===== config.mk =====
export PLATFORM = sky130hd
export DESIGN_NAME = atomic_request_unit
export DESIGN_NICKNAME = d
export VERILOG_FILES = /design/src/rtl/atomic_request_unit.sv
export SDC_FILE = /design/constraint.sdc
export NUM_CORES = 1
export LEC_CHECK = 0
export CAP_MARGIN = 20
export CORE_AREA = 2 2 97 99
export CTS_BUF_LIST = sky130_fd_sc_hd__clkbuf_8
export DETAILED_ROUTE_END_ITERATION = 6
export DIE_AREA = 0 0 99 101
export PLACE_DENSITY = 0.73
export SETUP_SLACK_MARGIN = 0.02
export SYNTH_ARGS = -nofsm -noshare
export SYNTH_HDL_FRONTEND = slang
export SYNTH_SLANG_ARGS = --single-unit

===== constraint.sdc =====
create_clock -name CLK -period 4.8 [get_ports CLK]
set_input_delay 0.96 -clock CLK [delete_from_list [all_inputs] [get_ports CLK]]
set_output_delay 0.96 -clock CLK [all_outputs]
set_load 0.02 [all_outputs]

===== src/rtl/atomic_request_unit.sv =====
// atomic_request_unit
// Turns per-instruction memory intent from the control unit into held
// iREN/dREN/dWEN requests toward the caches, and owns the LL/SC link
// register (set by LL, consumed by SC, cleared by matching stores/snoops).
//
// Ports:
//   CLK, nRST            clock, synchronous active-low reset
//   ihit, dhit           instruction / data access completed this cycle
//   mem_read, mem_write  current instruction loads / stores
//   datomic              current load/store is LL/SC
//   halt                 current instruction is HALT
//   daddr                effective data address
//   snoop_valid/_addr    coherence invalidation observed this cycle
//   iREN, dREN, dWEN     cache requests (registered)
//   sc_done, sc_result   one-cycle SC outcome pulse and held result
//   link_valid/_addr     LL reservation state
module atomic_request_unit #(
  parameter int ADDR_W = 32
) (
  input  logic              CLK,
  input  logic              nRST,
  input  logic              ihit,
  input  logic              dhit,
  input  logic              mem_read,
  input  logic              mem_write,
  input  logic              datomic,
  input  logic              halt,
  input  logic [ADDR_W-1:0] daddr,
  input  logic              snoop_valid,
  input  logic [ADDR_W-1:0] snoop_addr,
  output logic              iREN,
  output logic              dREN,
  output logic              dWEN,
  output logic              sc_done,
  output logic              sc_result,
  output logic              link_valid,
  output logic [ADDR_W-1:0] link_addr
);

  typedef enum logic [1:0] {
    IDLE   = 2'd0,
    DBUSY  = 2'd1,
    HALTED = 2'd2
  } state_t;

  // Link comparisons are word granular: the byte offset is ignored.
  function automatic logic word_match(input logic [ADDR_W-1:0] a,
                                      input logic [ADDR_W-1:0] b);
    return a[ADDR_W-1:2] == b[ADDR_W-1:2];
  endfunction

  state_t              r_state, w_state_nxt;
  logic                r_iren, w_iren_nxt;
  logic                r_dren, w_dren_nxt;
  logic                r_dwen, w_dwen_nxt;
  logic                r_sc_done, w_sc_done_nxt;
  logic                r_sc_result, w_sc_result_nxt;
  logic                r_link_valid, w_link_valid_nxt;
  logic [ADDR_W-1:0]   r_link_addr, w_link_addr_nxt;
  // Operation in flight while in DBUSY; address latched at issue so a
  // changing daddr during the wait cannot corrupt the link update.
  logic                r_op_ll, w_op_ll_nxt;
  logic                r_op_sc, w_op_sc_nxt;
  logic [ADDR_W-1:0]   r_req_addr, w_req_addr_nxt;

  logic                w_snoop_hit;
  logic                w_sc_ok;

  assign w_snoop_hit = snoop_valid && word_match(snoop_addr, r_link_addr);
  // A snoop landing in the same cycle as SC issue kills the reservation first.
  assign w_sc_ok     = r_link_valid && word_match(r_link_addr, daddr) && !w_snoop_hit;

  // Next-state and next-output logic.
  always_comb begin
    w_state_nxt      = r_state;
    w_dren_nxt       = r_dren;
    w_dwen_nxt       = r_dwen;
    w_sc_done_nxt    = 1'b0;
    w_sc_result_nxt  = r_sc_result;
    w_link_valid_nxt = r_link_valid && !w_snoop_hit;
    w_link_addr_nxt  = r_link_addr;
    w_op_ll_nxt      = r_op_ll;
    w_op_sc_nxt      = r_op_sc;
    w_req_addr_nxt   = r_req_addr;
    case (r_state)
      IDLE: begin
        if (ihit) begin
          if (halt) begin
            w_state_nxt = HALTED;
            w_dren_nxt  = 1'b0;
            w_dwen_nxt  = 1'b0;
          end else if (mem_read) begin
            w_state_nxt    = DBUSY;
            w_dren_nxt     = 1'b1;
            w_op_ll_nxt    = datomic;
            w_op_sc_nxt    = 1'b0;
            w_req_addr_nxt = daddr;
          end else if (mem_write && !datomic) begin
            w_state_nxt    = DBUSY;
            w_dwen_nxt     = 1'b1;
            w_op_ll_nxt    = 1'b0;
            w_op_sc_nxt    = 1'b0;
            w_req_addr_nxt = daddr;
          end else if (mem_write && w_sc_ok) begin
            w_state_nxt    = DBUSY;
            w_dwen_nxt     = 1'b1;
            w_op_ll_nxt    = 1'b0;
            w_op_sc_nxt    = 1'b1;
            w_req_addr_nxt = daddr;
          end else if (mem_write) begin
            // SC without a valid matching reservation fails immediately.
            w_sc_done_nxt   = 1'b1;
            w_sc_result_nxt = 1'b0;
          end else begin
            w_state_nxt = IDLE;
          end
        end else begin
          w_state_nxt = IDLE;
        end
      end
      DBUSY: begin
        if (dhit) begin
          w_state_nxt = IDLE;
          w_dren_nxt  = 1'b0;
          w_dwen_nxt  = 1'b0;
          if (r_op_ll) begin
            // LL set overrides a coincident snoop clear.
            w_link_valid_nxt = 1'b1;
            w_link_addr_nxt  = r_req_addr;
          end else if (r_op_sc) begin
            w_link_valid_nxt = 1'b0;
            w_sc_done_nxt    = 1'b1;
            w_sc_result_nxt  = 1'b1;
          end else if (r_dwen && word_match(r_req_addr, r_link_addr)) begin
            w_link_valid_nxt = 1'b0;
          end else begin
            w_link_addr_nxt = r_link_addr;
          end
        end else begin
          w_state_nxt = DBUSY;
        end
      end
      HALTED: begin
        w_state_nxt = HALTED;
        w_dren_nxt  = 1'b0;
        w_dwen_nxt  = 1'b0;
      end
      default: begin
        w_state_nxt = IDLE;
        w_dren_nxt  = 1'b0;
        w_dwen_nxt  = 1'b0;
      end
    endcase
    w_iren_nxt = (w_state_nxt == IDLE);
  end

  // State and registered outputs with synchronous active-low reset.
  always_ff @(posedge CLK) begin
    if (!nRST) begin
      r_state      <= IDLE;
      r_iren       <= 1'b1;
      r_dren       <= 1'b0;
      r_dwen       <= 1'b0;
      r_sc_done    <= 1'b0;
      r_sc_result  <= 1'b0;
      r_link_valid <= 1'b0;
      r_link_addr  <= {ADDR_W{1'b0}};
      r_op_ll      <= 1'b0;
      r_op_sc      <= 1'b0;
      r_req_addr   <= {ADDR_W{1'b0}};
    end else begin
      r_state      <= w_state_nxt;
      r_iren       <= w_iren_nxt;
      r_dren       <= w_dren_nxt;
      r_dwen       <= w_dwen_nxt;
      r_sc_done    <= w_sc_done_nxt;
      r_sc_result  <= w_sc_result_nxt;
      r_link_valid <= w_link_valid_nxt;
      r_link_addr  <= w_link_addr_nxt;
      r_op_ll      <= w_op_ll_nxt;
      r_op_sc      <= w_op_sc_nxt;
      r_req_addr   <= w_req_addr_nxt;
    end
  end

  assign iREN       = r_iren;
  assign dREN       = r_dren;
  assign dWEN       = r_dwen;
  assign sc_done    = r_sc_done;
  assign sc_result  = r_sc_result;
  assign link_valid = r_link_valid;
  assign link_addr  = r_link_addr;

endmodule


==> key figures, run 1 <==
Drt
  – Remaining antenna violation count: 0
  – Via count: 3588
  – Vias per inst: about 5.3
  – Remaining DRCs: 0
  – DR WL/cell: around 17 um
  – First drt pass iteration count: 5
  – WL final: between 10 and 15 mm
  – Iter 0 DRT Violations: between 200 and 250

Finish
  – Register area: 0.00148 mm2
  – Final core occ: 0.591
  – Most common cell after layout, fill and taps aside: nand2_1
  – Fin nets: between 600 and 700
  – Final instance area: 0.00531 mm2
  – Layout area overhead: 35.5%
  – Layout fillers: 795
  – Share of post-route cells with drive strength above 1: 0.0582
  – Antenna cells: 0
  – Multi-input gate area: roughly 0.0023 mm2
  – Commonest cells after routing, fill and taps aside: nand2_1 (134), clkdlybuf4s50_1 (107), dfxtp_1 (74)

Critical path
  – Critical path arrival: 3.68 ns
  – WP buf/inv: 2
  – CP startpoint kind: primary input
  – Critical path endpoint category: flip-flop
  – Setup CP Type: in2reg
  – Crit path max-delay family: compound AO/OA/AOI/OAI gates
  – Worst Path Max Fanout: 24
  – Slowest stage delay, CP: about 0.53 ns
  – Slowest CP cell: a2111oi_4
  – Worst EP required: 5.07 ns
  – Crit-path cells: clkdlybuf4s50_1 > xor2_1 > nor4_2 > nand4_1 > a2111oi_4 > o31a_2 > buf_12 > mux2i_1
  – R2R Setup Slk: 2.06 ns

Placed design
  – # port buffers: between 100 and 150
  – Detailed placement HPWL: between 8 and 9 mm
  – GPL Wtd Cong: a little over 0.9
  – Placed cell area: around 0.005 mm2

Synth
  – Syn_area_per_cell: approximately 8.5 um2
  – Prevailing post-synth register cell: dfxtp_1
  – Post-synthesis cell count: approximately 460
  – Post-Synthesis Cell Area: between 0.003 and 0.004 mm2
  – Synth area leaders: dfxtp_1 (38%), nand2_1 (13%), xnor2_1 (11%)
  – Post-Syn Nets: roughly 530
  – Number of flops mapped to enable cells by yosys: 0
  – Sequential area share after synthesis: 0.378
  – Synth unique cells: 37
  – Area leader, netlist: dfxtp_1
  – Yosys top cell area share: 0.378
  – Yosys reg bits: 74
  – Ys Warns: 0
  – Fraction of registers with async set/reset: 0

Floorplan
  – Starting Density: 0.436
  – Row count: 35
  – Core outline area: 0.00898 mm2
  – Die area: roughly 0.01 mm2
  – I/O Pins: around 110
  – Height of the die: about 100 um
  – Die width: a little under 100 um

CTS
  – Sink Count: 74
  – CTS Buffer Depth: 2
  – Clk Latency, worst-skew pair: approximately 0.34 ns
  – TritonCTS buffer count: 9
  – Post-CTS Setup Bufs: 0
  – H-tree levels: 3
  – CTS Hold Bufs: 0
  – Root buffer cell: clkbuf_8
  – Resize count post-CTS: 0
  – Clock transition at path regs: about 0.080 ns
  – CTS tree: done

GRT
  – Initial antenna violation count: 0
  – Gr ovfl total: 0
  – Vias in the first global route: ~3400
  – Largest net degree at the start of global routing: 71
  – GRT Total Usage: 0.230
  – First-pass GRT wire length: around 18 mm

Job
  – Max cap viols: 0

STA
  – Max Clock Freq: roughly 290 MHz
  – Final hold violation count: 0
  – Skew final: roughly 0.0098 ns
  – Least-Margin Pin Slew: roughly 0.73 ns
  – Final setup viols: 0
  – Max Slew Vio Count: 0
  – Setup TNS: 0 ns
  – Fin crit period: approximately 3.4 ns
  – Slew headroom: 0.513
  – Fin crit share: 0.711
  – RSZ-0062 raised after global routing: no

Run status
  – Outcome: finished clean

Min path
  – Hold Path Class: reg2reg

Pwr
  – Leakage power: between 1.5 and 2 nW
  – Peak supply drop: 0.160 mV
  – PD cells: ~280 mW/mm2
through the flow:
step	cells	power, W	hold slack (ns)	setup WS [ns]
after global placement	662	0.000836	0.447	1.08
final	678	0.00146	0.464	1.39
after CTS	678	0.00147	0.463	1.40
after floorplan	461	0.000744	0.432	2.14
after global routing	678	0.00151	0.489	1.27
after detailed placement	662	0.000838	0.452	1.04
worst paths after layout:
| check | cells after the start | from | end |
|---|---|---|---|
| worst max-delay path | 8 | daddr[15] | r_req_addr[22]$_SDFFE_PN0P_ |
| worst min-delay path | 2 | link_addr[0]$_SDFFE_PN0P_ | link_addr[0]$_SDFFE_PN0P_ |
| worst max register to register | 7 | link_addr[15]$_SDFFE_PN0P_ | r_req_addr[22]$_SDFFE_PN0P_ |
| worst min register to register | 2 | link_addr[0]$_SDFFE_PN0P_ | link_addr[0]$_SDFFE_PN0P_ |
power by group:
part,total [W],switching [W],internal [W]
Sequential,0.000640,0.0000127,0.000627
Clock,0.000638,0.000229,0.000410
Combinational,0.000185,0.0000870,0.0000980
Total,0.00146,0.000328,0.00114
tightest hold or removal path: cells and delay by family (launching register included):
family | cells | cell delay [ns]
flops | 1 | 0.32
simple gates | 1 | 0.05
compound gates | 1 | 0.05
sequential cells by signal, summed over array words and instances (netlist names):
name,cells
dWEN,1
r_req_addr,32
r_op_sc,1
dREN,1
link_valid,1
iREN,1
r_op_ll,1
r_state,2
sc_result,1
link_addr,32
sc_done,1
cells in the mapped netlist, drive strengths merged (2+ instances only):
cell type and number:
o211ai 2, dfxtp 74, nor4 13, nand3 2, inv 7, nand2 135, a21oi 38, o21ai 5
nor3 2, buf 4, mux2i 32, clkbuf 18, xnor2 51, nand4 15, xor2 39, nand2b 2
nor2 8
routing by layer:
metal | up-vias | global-route usage | part of all wire
li1 | 1735 | - | -
met1 | 1716 | 0.318 | 0.45
met2 | 127 | 0.379 | 0.48
met3 | 10 | 0.0333 | 0.067
met4 | 0 | 0.0590 | 0.012
met5 | - | 0 | 0
cells by family after synthesis:
kind of cell              count (synthesis)  synth area share
buffers and inverters                    29            0.0422
AOI/OAI and AO/OA                        55            0.0853
and+or+nand+nor                         181             0.211
xor gates and xnor gates                 90             0.201
muxes                                    32            0.0818
DFF                                      74             0.378
area by class of cell:
type	count	area share
timing repair buffer	112	0.211
multi-input combinational	358	0.429
sequential	74	0.279
inverter	7	0.00495
clock buffer	10	0.0259
tap	111	0.0262
clock inverter	6	0.0243
Power figures use the tool's default switching activity.
==> inputs of run 2 (changes only) <==
clock period = 3.3 ns   (was 4.8 ns; I/O delays follow)
==> key figures, run 2 (same netlist as run 1, synthesis figures left out) <==
CTS
  – Clk Latency, worst-skew pair: 0.35 ns
  – CTS Buffer Depth: 2
  – Resize count post-CTS: 0
  – H-tree levels: 3
  – Post-CTS Setup Bufs: 0
  – Root buffer cell: clkbuf_8
  – CTS Hold Bufs: 0
  – TritonCTS buffer count: 9
  – Clock transition at path regs: around 0.08 ns
  – Sink Count: 74
  – CTS tree: done

Critical path
  – Critical path endpoint category: flip-flop
  – Crit path max-delay family: compound AO/OA/AOI/OAI gates
  – Slowest CP cell: clkdlybuf4s50_1
  – Crit-path cells: clkdlybuf4s50_1 > xor2_1 > nor4_2 > nand4_1 > a2111oi_4 > o31a_2 > buf_12 > mux2i_1
  – Setup CP Type: in2reg
  – Slowest stage delay, CP: approximately 0.45 ns
  – Worst EP required: around 3.6 ns
  – CP startpoint kind: primary input
  – Worst Path Max Fanout: 18
  – WP buf/inv: 2
  – Critical path arrival: around 3.1 ns

GRT
  – Vias in the first global route: about 3400
  – Most crowded layer after global routing: met2
  – Met2 global-route usage: 0.361
  – GR Layer Usage met1: 0.310
  – Gr ovfl total: 0
  – Grt met3 use: 0.0361
  – Initial antenna violation count: 0
  – GRT Total Usage: 0.228
  – First-pass GRT wire length: 17.6 mm
  – Largest net degree at the start of global routing: between 40 and 50

Pwr
  – Power share of the clock group: 0.375
  – PD cells: roughly 360 mW/mm2
  – Total chip power: 0.00192 W
  – Switching power: around 0.00048 W
  – Seq pwr share: 0.484
  – Pint: around 0.0014 W
  – Leakage power: around 1.9 nW
  – Net Sw Frac: 0.250
  – Logic gate share of total power: 0.141
  – Peak supply drop: between 0.2 and 0.25 mV

Placed design
  – Detailed placement HPWL: approximately 8.6 mm
  – GPL Wtd Cong: about 0.89
  – Placed cell area: between 0.005 and 0.006 mm2
  – # port buffers: 108

STA
  – Setup TNS: 0 ns
  – Slew headroom: 0.510
  – Final setup viols: 0
  – Final hold violation count: 0
  – Skew final: approximately 0.0065 ns
  – Least-Margin Pin Slew: 0.734 ns
  – Fin crit period: between 2 and 3 ns
  – RSZ-0062 raised after global routing: no
  – Hold Slack: 0.459 ns
  – Max Slew Vio Count: 0
  – Fin crit share: 0.845
  – Max Clock Freq: around 360 MHz

Finish
  – Commonest cells after routing, fill and taps aside: nand2_1 (134), clkdlybuf4s50_1 (107), dfxtp_1 (74)
  – Share of post-route cells with drive strength above 1: 0.0649
  – Layout area overhead: 34.7%
  – Final instance area: ~0.0053 mm2
  – Fin nets: approximately 640
  – Antenna cells: 0
  – Most common cell after layout, fill and taps aside: nand2_1

Floorplan
  – I/O Pins: approximately 110
  – Row count: 35
  – Starting Density: 0.436
  – Die width: slightly below 100 um
  – Die area: roughly 0.01 mm2
  – Core outline area: about 0.009 mm2
  – Height of the die: about 100 um

Drt
  – WL final: around 12 mm
  – DR WL/cell: 16.9 um
  – Via count: roughly 3600
  – First drt pass iteration count: 5
  – Remaining DRCs: 0
  – Iter 0 DRT Violations: between 200 and 250
  – Vias per inst: roughly 5.2
  – Remaining antenna violation count: 0

Run status
  – Outcome: finished clean

Job
  – Max cap viols: 0

Min path
  – Hold Path Class: reg2reg
[run 2: through the flow]
| step | setup slack [ns] | instances | utilization |
|---|---|---|---|
| floorplan | 0.936 | 461 | - |
| finish | 0.511 | 681 | 0.588 |
| global placement | 0.222 | 665 | 0.565 |
| global route | 0.427 | 681 | 0.588 |
| detailed placement | 0.193 | 665 | 0.565 |
| CTS | 0.551 | 681 | 0.588 |
[run 2: power groups by stage]
stage               Sequential (W)  Clock, W  Combinational [W]
floorplan                 0.000950         0           0.000131
global placement          0.000950         0           0.000268
detailed placement        0.000951         0           0.000271
CTS                       0.000930  0.000731           0.000272
global route              0.000933  0.000775           0.000289
finish                    0.000931  0.000722           0.000272
[run 2: path summary, 6_finish.rpt]
check,startpoint,to,slack (ns),cells past startpoint
worst max-delay path,daddr[27],r_req_addr[11]$_SDFFE_PN0P_,0.51,8
worst min-delay path,r_req_addr[0]$_SDFFE_PN0P_,link_addr[0]$_SDFFE_PN0P_,0.46,2
worst max register to register,link_addr[27]$_SDFFE_PN0P_,r_req_addr[11]$_SDFFE_PN0P_,0.87,7
worst min register to register,r_req_addr[0]$_SDFFE_PN0P_,link_addr[0]$_SDFFE_PN0P_,0.46,2
[run 2: worst min-delay path, stage by stage (launching register included)]
cell	delay (ns)
dfxtp_1	0.31
nand2_1	0.06
a21oi_1	0.05
[run 2: final cells by class]
type | instances | area [um2]
Fill cell | 828 | 3700
Sequential cell | 74 | 1480
Clock inverter | 5 | 52.6
Clock buffer | 11 | 151
Tap cell | 111 | 139
Inverter | 7 | 26.3
Multi-Input combinational cell | 358 | 2270
Timing Repair Buffer | 115 | 1150
[run 2: layer usage]
metal / share of wire / vias up
met2: 0.46 / 122
met1: 0.45 / 1690
met4: 0.026 / 0
met3: 0.060 / 22
li1: - / 1737
met5: 0 / -
